[src/rtl/pipe_pkg.sv]
// rtl/pipe_pkg.sv - shared pipeline types: writeback source select and load funct3 codes
package pipe_pkg;

  localparam int XLEN_DEFAULT = 32;

  typedef enum logic [1:0] {
    WB_ALU = 2'd0,
    WB_MEM = 2'd1,
    WB_PC4 = 2'd2,
    WB_CSR = 2'd3
  } wb_sel_e;

  localparam logic [2:0] F3_LB  = 3'b000;
  localparam logic [2:0] F3_LH  = 3'b001;
  localparam logic [2:0] F3_LW  = 3'b010;
  localparam logic [2:0] F3_LBU = 3'b100;
  localparam logic [2:0] F3_LHU = 3'b101;

endpackage

[src/rtl/load_ext.sv]
// rtl/load_ext.sv - little-endian byte/half lane select with sign or zero extension
module load_ext
  import pipe_pkg::*;
#(
  parameter int XLEN = XLEN_DEFAULT
) (
  input  logic [XLEN-1:0] raw,
  input  logic [1:0]      offset,
  input  logic [2:0]      funct3,
  output logic [XLEN-1:0] ext
);

  logic [7:0]  byte_lane;
  logic [15:0] half_lane;

  always_comb begin
    case (offset)
      2'd0:    byte_lane = raw[7:0];
      2'd1:    byte_lane = raw[15:8];
      2'd2:    byte_lane = raw[23:16];
      default: byte_lane = raw[31:24];
    endcase
    // offset[0] is ignored for halves; misaligned halves never reach here
    half_lane = offset[1] ? raw[31:16] : raw[15:0];
  end

  always_comb begin
    case (funct3)
      F3_LB:   ext = {{(XLEN-8){byte_lane[7]}}, byte_lane};
      F3_LBU:  ext = {{(XLEN-8){1'b0}}, byte_lane};
      F3_LH:   ext = {{(XLEN-16){half_lane[15]}}, half_lane};
      F3_LHU:  ext = {{(XLEN-16){1'b0}}, half_lane};
      default: ext = raw;
    endcase
  end

endmodule

[src/rtl/wb_stage.sv]
// rtl/wb_stage.sv - MEM/WB pipeline register, writeback select, register file write port and instret
module wb_stage
  import pipe_pkg::*;
#(
  parameter int XLEN  = XLEN_DEFAULT,
  parameter int RET_W = 32
) (
  input  logic             clk,
  input  logic             rst,
  input  logic             mem_valid,
  input  logic             mem_stall,
  input  logic             mem_reg_wr,
  input  logic [4:0]       mem_rd_addr,
  input  logic [1:0]       mem_wb_sel,
  input  logic [2:0]       mem_funct3,
  input  logic [XLEN-1:0]  mem_alu_result,
  input  logic [XLEN-1:0]  mem_load_data,
  input  logic [XLEN-1:0]  mem_pc,
  input  logic [XLEN-1:0]  mem_csr_rdata,
  output logic [4:0]       wr_addr,
  output logic [XLEN-1:0]  data_in,
  output logic             write_en,
  output logic             wb_fwd_en,
  output logic [4:0]       wb_fwd_rd,
  output logic [XLEN-1:0]  wb_fwd_data,
  output logic [RET_W-1:0] instret
);

  logic [XLEN-1:0] load_val;
  logic [XLEN-1:0] wb_val;

  logic            wb_valid;
  logic            wb_reg_wr;
  logic [4:0]      wb_rd;
  logic [XLEN-1:0] wb_data;

  load_ext #(.XLEN(XLEN)) u_load_ext (
    .raw    (mem_load_data),
    .offset (mem_alu_result[1:0]),
    .funct3 (mem_funct3),
    .ext    (load_val)
  );

  always_comb begin
    case (wb_sel_e'(mem_wb_sel))
      WB_ALU:  wb_val = mem_alu_result;
      WB_MEM:  wb_val = load_val;
      WB_PC4:  wb_val = mem_pc + XLEN'(4);
      default: wb_val = mem_csr_rdata;
    endcase
  end

  // a stalled or empty MEM stage hands WB a fully zeroed bubble
  always_ff @(posedge clk) begin
    if (rst || mem_stall || !mem_valid) begin
      wb_valid  <= 1'b0;
      wb_reg_wr <= 1'b0;
      wb_rd     <= '0;
      wb_data   <= '0;
    end else begin
      wb_valid  <= 1'b1;
      wb_reg_wr <= mem_reg_wr;
      wb_rd     <= mem_rd_addr;
      wb_data   <= wb_val;
    end
  end

  always_ff @(posedge clk) begin
    if (rst) begin
      instret <= '0;
    end else if (wb_valid) begin
      instret <= instret + RET_W'(1);
    end
  end

  assign write_en    = wb_valid & wb_reg_wr & (wb_rd != 5'd0);
  assign wr_addr     = wb_rd;
  assign data_in     = wb_data;
  assign wb_fwd_en   = write_en;
  assign wb_fwd_rd   = wr_addr;
  assign wb_fwd_data = data_in;

endmodule

[config.mk]
export PLATFORM = sky130hd
export DESIGN_NAME = wb_stage
export DESIGN_NICKNAME = d
export VERILOG_FILES = /design/src/rtl/pipe_pkg.sv /design/src/rtl/load_ext.sv /design/src/rtl/wb_stage.sv
export SDC_FILE = /design/constraint.sdc
export NUM_CORES = 1
export LEC_CHECK = 0
export ABC_AREA = 1
export CAP_MARGIN = 20
export CORE_ASPECT_RATIO = 0.6
export CORE_MARGIN = 2
export CORE_UTILIZATION = 42
export CTS_CLUSTER_DIAMETER = 40
export DETAILED_ROUTE_END_ITERATION = 7
export GPL_TIMING_DRIVEN = 0
export PLACE_DENSITY = 0.81
export SYNTH_ARGS = -nofsm -noshare
export SYNTH_HDL_FRONTEND = slang
export SYNTH_SLANG_ARGS = --single-unit
[constraint.sdc]
create_clock -name clk -period 2 [get_ports clk]
set_clock_uncertainty 0.15 [all_clocks]
set_input_delay 0.5 -clock clk [delete_from_list [all_inputs] [get_ports clk]]
set_output_delay 0.5 -clock clk [all_outputs]
set_load 0.005 [all_outputs]
[After elaboration in Yosys (flattened, before gate mapping)]
Index checks and enable logic that the tools add are counted.
Storage, ports and cells
  register bits: 71
  output and inout port bits: 108
  word-level logic and storage cells: 28
Operators by class
  add/subtract/negate cells: 2
  eq/ne operators: 7
  muxes and demuxes: 5
  bitwise gates (word level): 2
  reduce and logical (&&, ||, !) cells: 7
Operators by type and width (number)
  one-hot mux 32 bit (4 select lines): 1
  one-hot mux 32 bit (3 select lines): 1
  adder 32 x 1 -> 32 bit, second input constant: 1
  adder 32 x 3 -> 32 bit, second input constant: 1
  one-hot mux 8 bit (3 select lines): 1
  2-to-1 mux 16 bit: 1
  == test 3 bit, second input constant: 2
  nonzero test 5 bit: 1
  == test 2 x 1 -> 1 bit, second input constant: 2
  == test 2 bit, second input constant: 2
  logical NOT 2 bit: 2
  == test 3 x 1 -> 1 bit, second input constant: 1
  logical NOT 3 bit: 1
  AND 1 bit: 2
  logical OR 1 bit: 2
  logical NOT 1 bit: 1
  2-to-1 mux 1 bit: 1

[Longest topological paths before layout]
  depth in word-level cells: 4
  depth in mapped cells: 12

[By module]
From an unflattened synthesis, not the netlist that was laid out.
Unflattened totals
  cells, all modules: 908
  area, all modules: 5624.1 µm²
By module, submodules not included
  wb_stage: times used 1, cells an instance 716, area each 4728.3 µm², seq. area each 1421.4 µm²
  load_ext: times used 1, cells an instance 192, area each 895.9 µm², seq. area each 0.0 µm²

[Worst setup path after synthesis]
OpenSTA, ideal clock, no wires.
  kind: reg2out
  start: reg wb_rd[3] (netlist: wb_fwd_rd[3])
  end: out write_en
  arrival: 1.164 ns
  path slack: 0.186 ns
  stages on the path, launching flop included: 5
  cell sequence: dfxtp_1 > or3_1 > o311ai_0 > inv_1 > buf_4
Between the ends
  longest elaborated chain between the ends: 2
RTL lines
  start, declared: line wb_stage.sv:34  | logic [4:0] wb_rd;
  start signal, assigned: line wb_stage.sv:63  | wb_rd <= mem_rd_addr;
  nonzero test 5 bit: line wb_stage.sv:76  | assign write_en = wb_valid & wb_reg_wr & (wb_rd != 5'd0);
  AND 1 bit: line wb_stage.sv:76
  end, declared: line wb_stage.sv:22  | output logic write_en,
Every way passes these cells.

[Worst setup path after layout]
  start: reg wb_rd[4] (netlist: wb_fwd_rd[4])
  end: out write_en
The elaborated chain is that of the path after synthesis.

==> results.md <==
- Core box area: 12200 sq um
- Worst-Skew Late Latency: 340 ps
- Slew HR: 60.5%
- Psw: 1.19 mW
- RSZ-0062 raised after global routing: yes
- Total gr overflow: 0
- CP max FO: 2
- Wire per inst: 17.5 um
- Beginning of the worst hold path: instret[10]$_SDFFE_PP0P_
- Fin area: 8710 sq um
- F_max: 452 MHz
- FF-to-FF path depth: 7
- CTS Sinks: 71
- Finished Layout Cells: 1353
- Hold Path Depth: 2
- Reg-to-reg startpoint: instret[7]$_SDFFE_PP0P_
- Initial drt markers: 901
- Pint: 3.04 mW
- Post-CTS Hold Buffers: 0
- Crit. End Element: output pin
- Die width: 149 um
- Max cap viols: 0
- Max VDD drop: 0.564 mV
- Tcrit/Tclk final: 111%
- # DRC: 0
- Post-synthesis sequential area ratio: 26.8%
- Layout Nets: 1328
- Final min period: 2210 ps
- FF+latch count, synth: 71
- Via density: 5.33
- Die height: 91.0 um
- Lkg Pwr: 3.70 nW
- Routability cong.: 1.10
- Cell count after placement: 1328
- Number of flops mapped to enable cells by yosys: 0
- CTS Root Cell: clkbuf_16
- Top-level port count: 251
- Utilization after layout: 71.6%
- Final WS setup: -213 ps
- Synth Instances: 914
- Initial antenna violation count: 0
- Post-route ant nets: 0
- Hold path endpoint: instret[10]$_SDFFE_PP0P_
- CTS tree: yes
- Synthesized cell area: 5300 sq um
- Detailed placer's ending HPWL: 19.4 mm
- Number of global-route vias before repair: 6625
- YS warnings: 0
- Total length of routed wires: 23.7 mm
- Final hold viol count: 0
- Worst EP arrival: 1560 ps
- P per Cell Area: 485 nW/um^2
- Main synth FF type: dfxtp_1
- Worst min path class: flop to flop
- DP Area: 8000 sq um
- WP data required: 1350 ps
- Worst-Margin Slew: 592 ps
- Final Total Pwr: 4.23 mW
- Clock buffer depth: 2
- Initial Util: 43.5%
- Syn nets: 1059
- Netlist cell types: 42
- Synthesized area per cell: 5.80 sq um
- Seq pwr share: 34.6%
- Startpoint Class: flop
- Filler cell count: 1098
- Htree depth: 3
- Fraction of layout cells with a size suffix above 1: 15.6%
- Worst-case hold slack: 371 ps
- Worst-path clk slew: 60 ps
- Place WS: -814 ps
- Synth async-reset ratio: 0%
- WS Path Type: flop to output pin
- Number of buffers created by CTS: 9
- Combinational power share: 23.6%
- Area of the die: 13600 sq um
- Failing checks: negative setup slack
- FF-to-FF End: instret[29]$_SDFFE_PP0P_
- Area grow syn2layout: 64.5%
- Status: finished with violations
- Clock power share: 41.9%
- Antenna cells: 0
- Net Sw Frac: 28.1%
- Total track usage: 34.6%
- Largest net degree at the start of global routing: 14
- Vias: 7218
- # setup viols final: 2
- First-pass iteration count of the detailed router: 6
- Register-to-register setup slack: 160 ps
- Setup TNS: -337 ps
- Core Rows: 31
- IO buf count: 249
- Slew Limit Fails: 0
- First-pass GRT wire length: 35.8 mm
## what timing repair did
action / CTS / global route
buffers inserted: 6 / 3
gates resized for setup: 64 / 79
pin swaps: 5 / 5
setup endpoints to repair: 43 / 52
## Yosys cell counts, types with 2 or more instances
master	n	share of area [%]
a21boi_0	2	0.28
a21oi_1	50	4.7
a31oi_1	9	1.1
buf_2	14	1.3
buf_4	38	5.4
clkbuf_1	10	0.71
dfxtp_1	71	27
ha_1	2	0.47
inv_1	84	6.0
inv_2	6	0.43
nand2_1	234	17
nand2_2	4	0.47
nand3_1	67	6.3
nand4_1	9	1.1
nor2_1	192	14
nor2_2	9	1.1
nor2_4	2	0.43
nor3_1	14	1.3
o211ai_1	7	0.99
o21ai_0	52	4.9
o21ai_1	2	0.19
o21bai_1	7	0.99
xnor2_1	3	0.50
xor2_1	8	1.3
## worst max-delay path, cell delays in order (launching register included)
cell and delay (ps):
dfxtp_2 320, or3_4 380, o311ai_4 210, inv_1 90, buf_6 120, buf_6 100
## state kept, by name, summed over array words and instances, names as in the netlist
signal,flops
wb_reg_wr,1
instret,32
wb_fwd_rd,5
data_in,32
wb_valid,1
## cell type report
type	instances	area (sq um)	area share, %
Sequential cell	71	1440	16.5
Clock inverter	6	92.6	1.06
Buffer	63	414	4.75
Inverter	91	344	3.95
Timing Repair Buffer	258	2570	29.5
Tap cell	165	206	2.37
Clock buffer	10	229	2.63
Multi-Input combinational cell	689	3420	39.2
## cell families (layout without fill, tap and decap cells)
group	after synthesis	count (layout)	synth area share [%]
xor gates and xnor gates	11	11	1.82
AOI/OAI and AO/OA	135	135	14.1
buffers and inverters	154	428	14.1
DFF	71	71	26.8
adders and majority gates	2	2	0.472
and+or+nand+nor	541	541	42.7
## cells in the final DEF, fill, tap and decap left out, types with 3 or more instances in the layout
cell type	n
nor2_2	20
dlymetal6s2s_1	12
nand3_1	62
nand2_4	5
nor2_4	17
buf_2	14
buf_4	48
nand3_2	5
o21bai_1	7
xnor2_1	3
o211ai_1	7
dfxtp_1	56
nor2_1	166
inv_2	7
nand4_1	9
dfxtp_2	15
clkbuf_2	6
dlygate4sd2_1	5
nand2_1	217
a21oi_1	50
xor2_1	8
buf_6	3
a31oi_1	8
inv_1	82
clkdlybuf4s50_1	223
clkbuf_16	9
o21ai_1	3
nor3_1	14
nand2_2	17
o21ai_0	51
clkbuf_1	8
## worst max path at each step
stage                             from                      to  slack, ps  depth (start not counted)
6_report       wb_fwd_rd[4]$_SDFF_PN0_                write_en       -210                          5
5_1_grt        wb_fwd_rd[4]$_SDFF_PN0_                write_en       -280                          5
4_1_cts        wb_fwd_rd[4]$_SDFF_PN0_                write_en       -280                          5
3_5_place_dp                       rst  data_in[19]$_SDFF_PN0_       -810                          9
3_3_place_gp                       rst  data_in[20]$_SDFF_PN0_       -810                          9
2_1_floorplan  wb_fwd_rd[3]$_SDFF_PN0_                write_en        190                          4
## power groups by stage
stage	clock [mW]	combinational (mW)	sequential (mW)
global placement	0	0.918	1.49
global route	1.85	1.07	1.46
floorplan	0	0.367	1.49
finish	1.77	0.997	1.46
CTS	1.77	0.947	1.46
detailed placement	0	0.922	1.49
## routing by layer
metal	wire length [um]	GRT usage, %
met5	0	0
met4	627	10.0
met3	3670	14.9
met2	9580	50.0
met1	9840	46.7
Note: power is estimated with default switching activity, not from simulation.
==> RTL change (same flow settings) <==
Reset style: asynchronous (`rst`), changed in one clocked block.
--- a/src/rtl/wb_stage.sv
+++ b/src/rtl/wb_stage.sv
@@ -67,3 +67,3 @@
 
-  always_ff @(posedge clk) begin
+  always_ff @(posedge clk or posedge rst) begin
     if (rst) begin
Check against the original RTL: differs if rst is asserted again (counterexample within 4 cycles, from zero or initial values and one cycle with rst high); with rst held inactive, the same outputs for 10 cycles.
==> RTL change against the unedited design <==
The flow still finishes with violations (setup timing); total power is 5.9% higher; wire length is 4.5% lower; sequential cell count is the same; worst setup slack lost 17 ps; area after synthesis fell by 0.12%; cell count fell by 6.4%; design area decreased by 0.53%; first-iteration DRC count decreased by 23%; count of clock-buffer cells in the layout unchanged; critical path type unchanged.
==> RTL change: results (changes against the unedited design) <==
fin_cells: 1267  # -6.4%
antenna_cells: 0  # unchanged
ff2ff_path_depth: 6  # -1
dp_hpwl_um: 18300  # -5.7%
worstSetupStartpoint: "wb_fwd_rd[2]"
synth_area_per_cell_um2: 6.40  # +10%
synth-async-reset-ratio: 0.451  # +0.451
holdWs_ps: 318  # -53.1 ps
reg2reg_slack_ps: 120  # -40 ps
outcome: "finished, violations left"
slowest_delay_ps: 370
swShare: 0.288  # +0.00716
gp_congestion: 1.02  # -7.2%
drtPass1Iterations: 7  # +1
synthTopCellsByArea: "dfrtp_1, dfxtp_1, nand2_1"
finalPower_mw: 4.48  # +5.9%
reg2reg_from: "instret[2]"
grt_pass1_vias: 6251  # -5.6%
failed_checks: "setup timing"
arrival_ps: 1580  # +20 ps
place_ws_ps: -1030  # -212 ps
worst_slack_ps: -230  # -17.5 ps
yosys.cell_types.count: 38  # -9.5%
ir_drop_mv: 0.395  # -30%
min_from: "instret[31]"
vias: 6694  # -7.3%
ctsResizeCount: 60  # -6.3%
grt.total_usage: 0.331  # -0.0152
pg_comb_mw: 1.15  # +15%
holdPathStages: 1  # -1
synth_fp_nets: 972  # -8.2%
ys_seq_area_frac: 0.299  # +0.0306
placed_area_um2: 7990  # about the same
final.setup.tns_ps: -373  # -36.2 ps
whs_endpoint: "instret[31]"
p_leak_nw: 3.97  # +7.3%
setup_violations: 2  # unchanged
nNetsFinal: 1242  # -6.5%
worstHoldPathType: "reg -> reg"
p_clk_frac: 0.394  # -0.025
drt-initial-drc-count: 694  # -23%
r2r_end: "instret[15]"
## RTL change: metal layers
metal  GRT usage  vias to the layer above  share of wire
met2       0.498                      453           0.43
li1            -                     3160              -
met4      0.0960                        0          0.025
met3      0.0809                       47           0.13
met5           0                        -              0
met1       0.469                     3034           0.42
## RTL change: cell type report
class | instances | area [µm²]
inverter | 93 | 353
sequential | 71 | 1600
multi-input combinational | 598 | 3110
clock buffer | 10 | 229
timing repair buffer | 259 | 2620
timing repair inverter | 1 | 5.00
buffer | 64 | 457
fill | 1054 | 3510
clock inverter | 6 | 93.8
tap | 165 | 206
## RTL change: cells by family (layout without fill, tap and decap cells)
kind of cell    count (synthesis)  in the layout  share of synthesized area
simple gates                  444            444                      0.370
buf+inv                       158            433                      0.147
compound gates                122            122                      0.129
flops                          71             71                      0.299
xor+xnor                       30             30                     0.0497
fa+ha+maj                       2              2                    0.00473
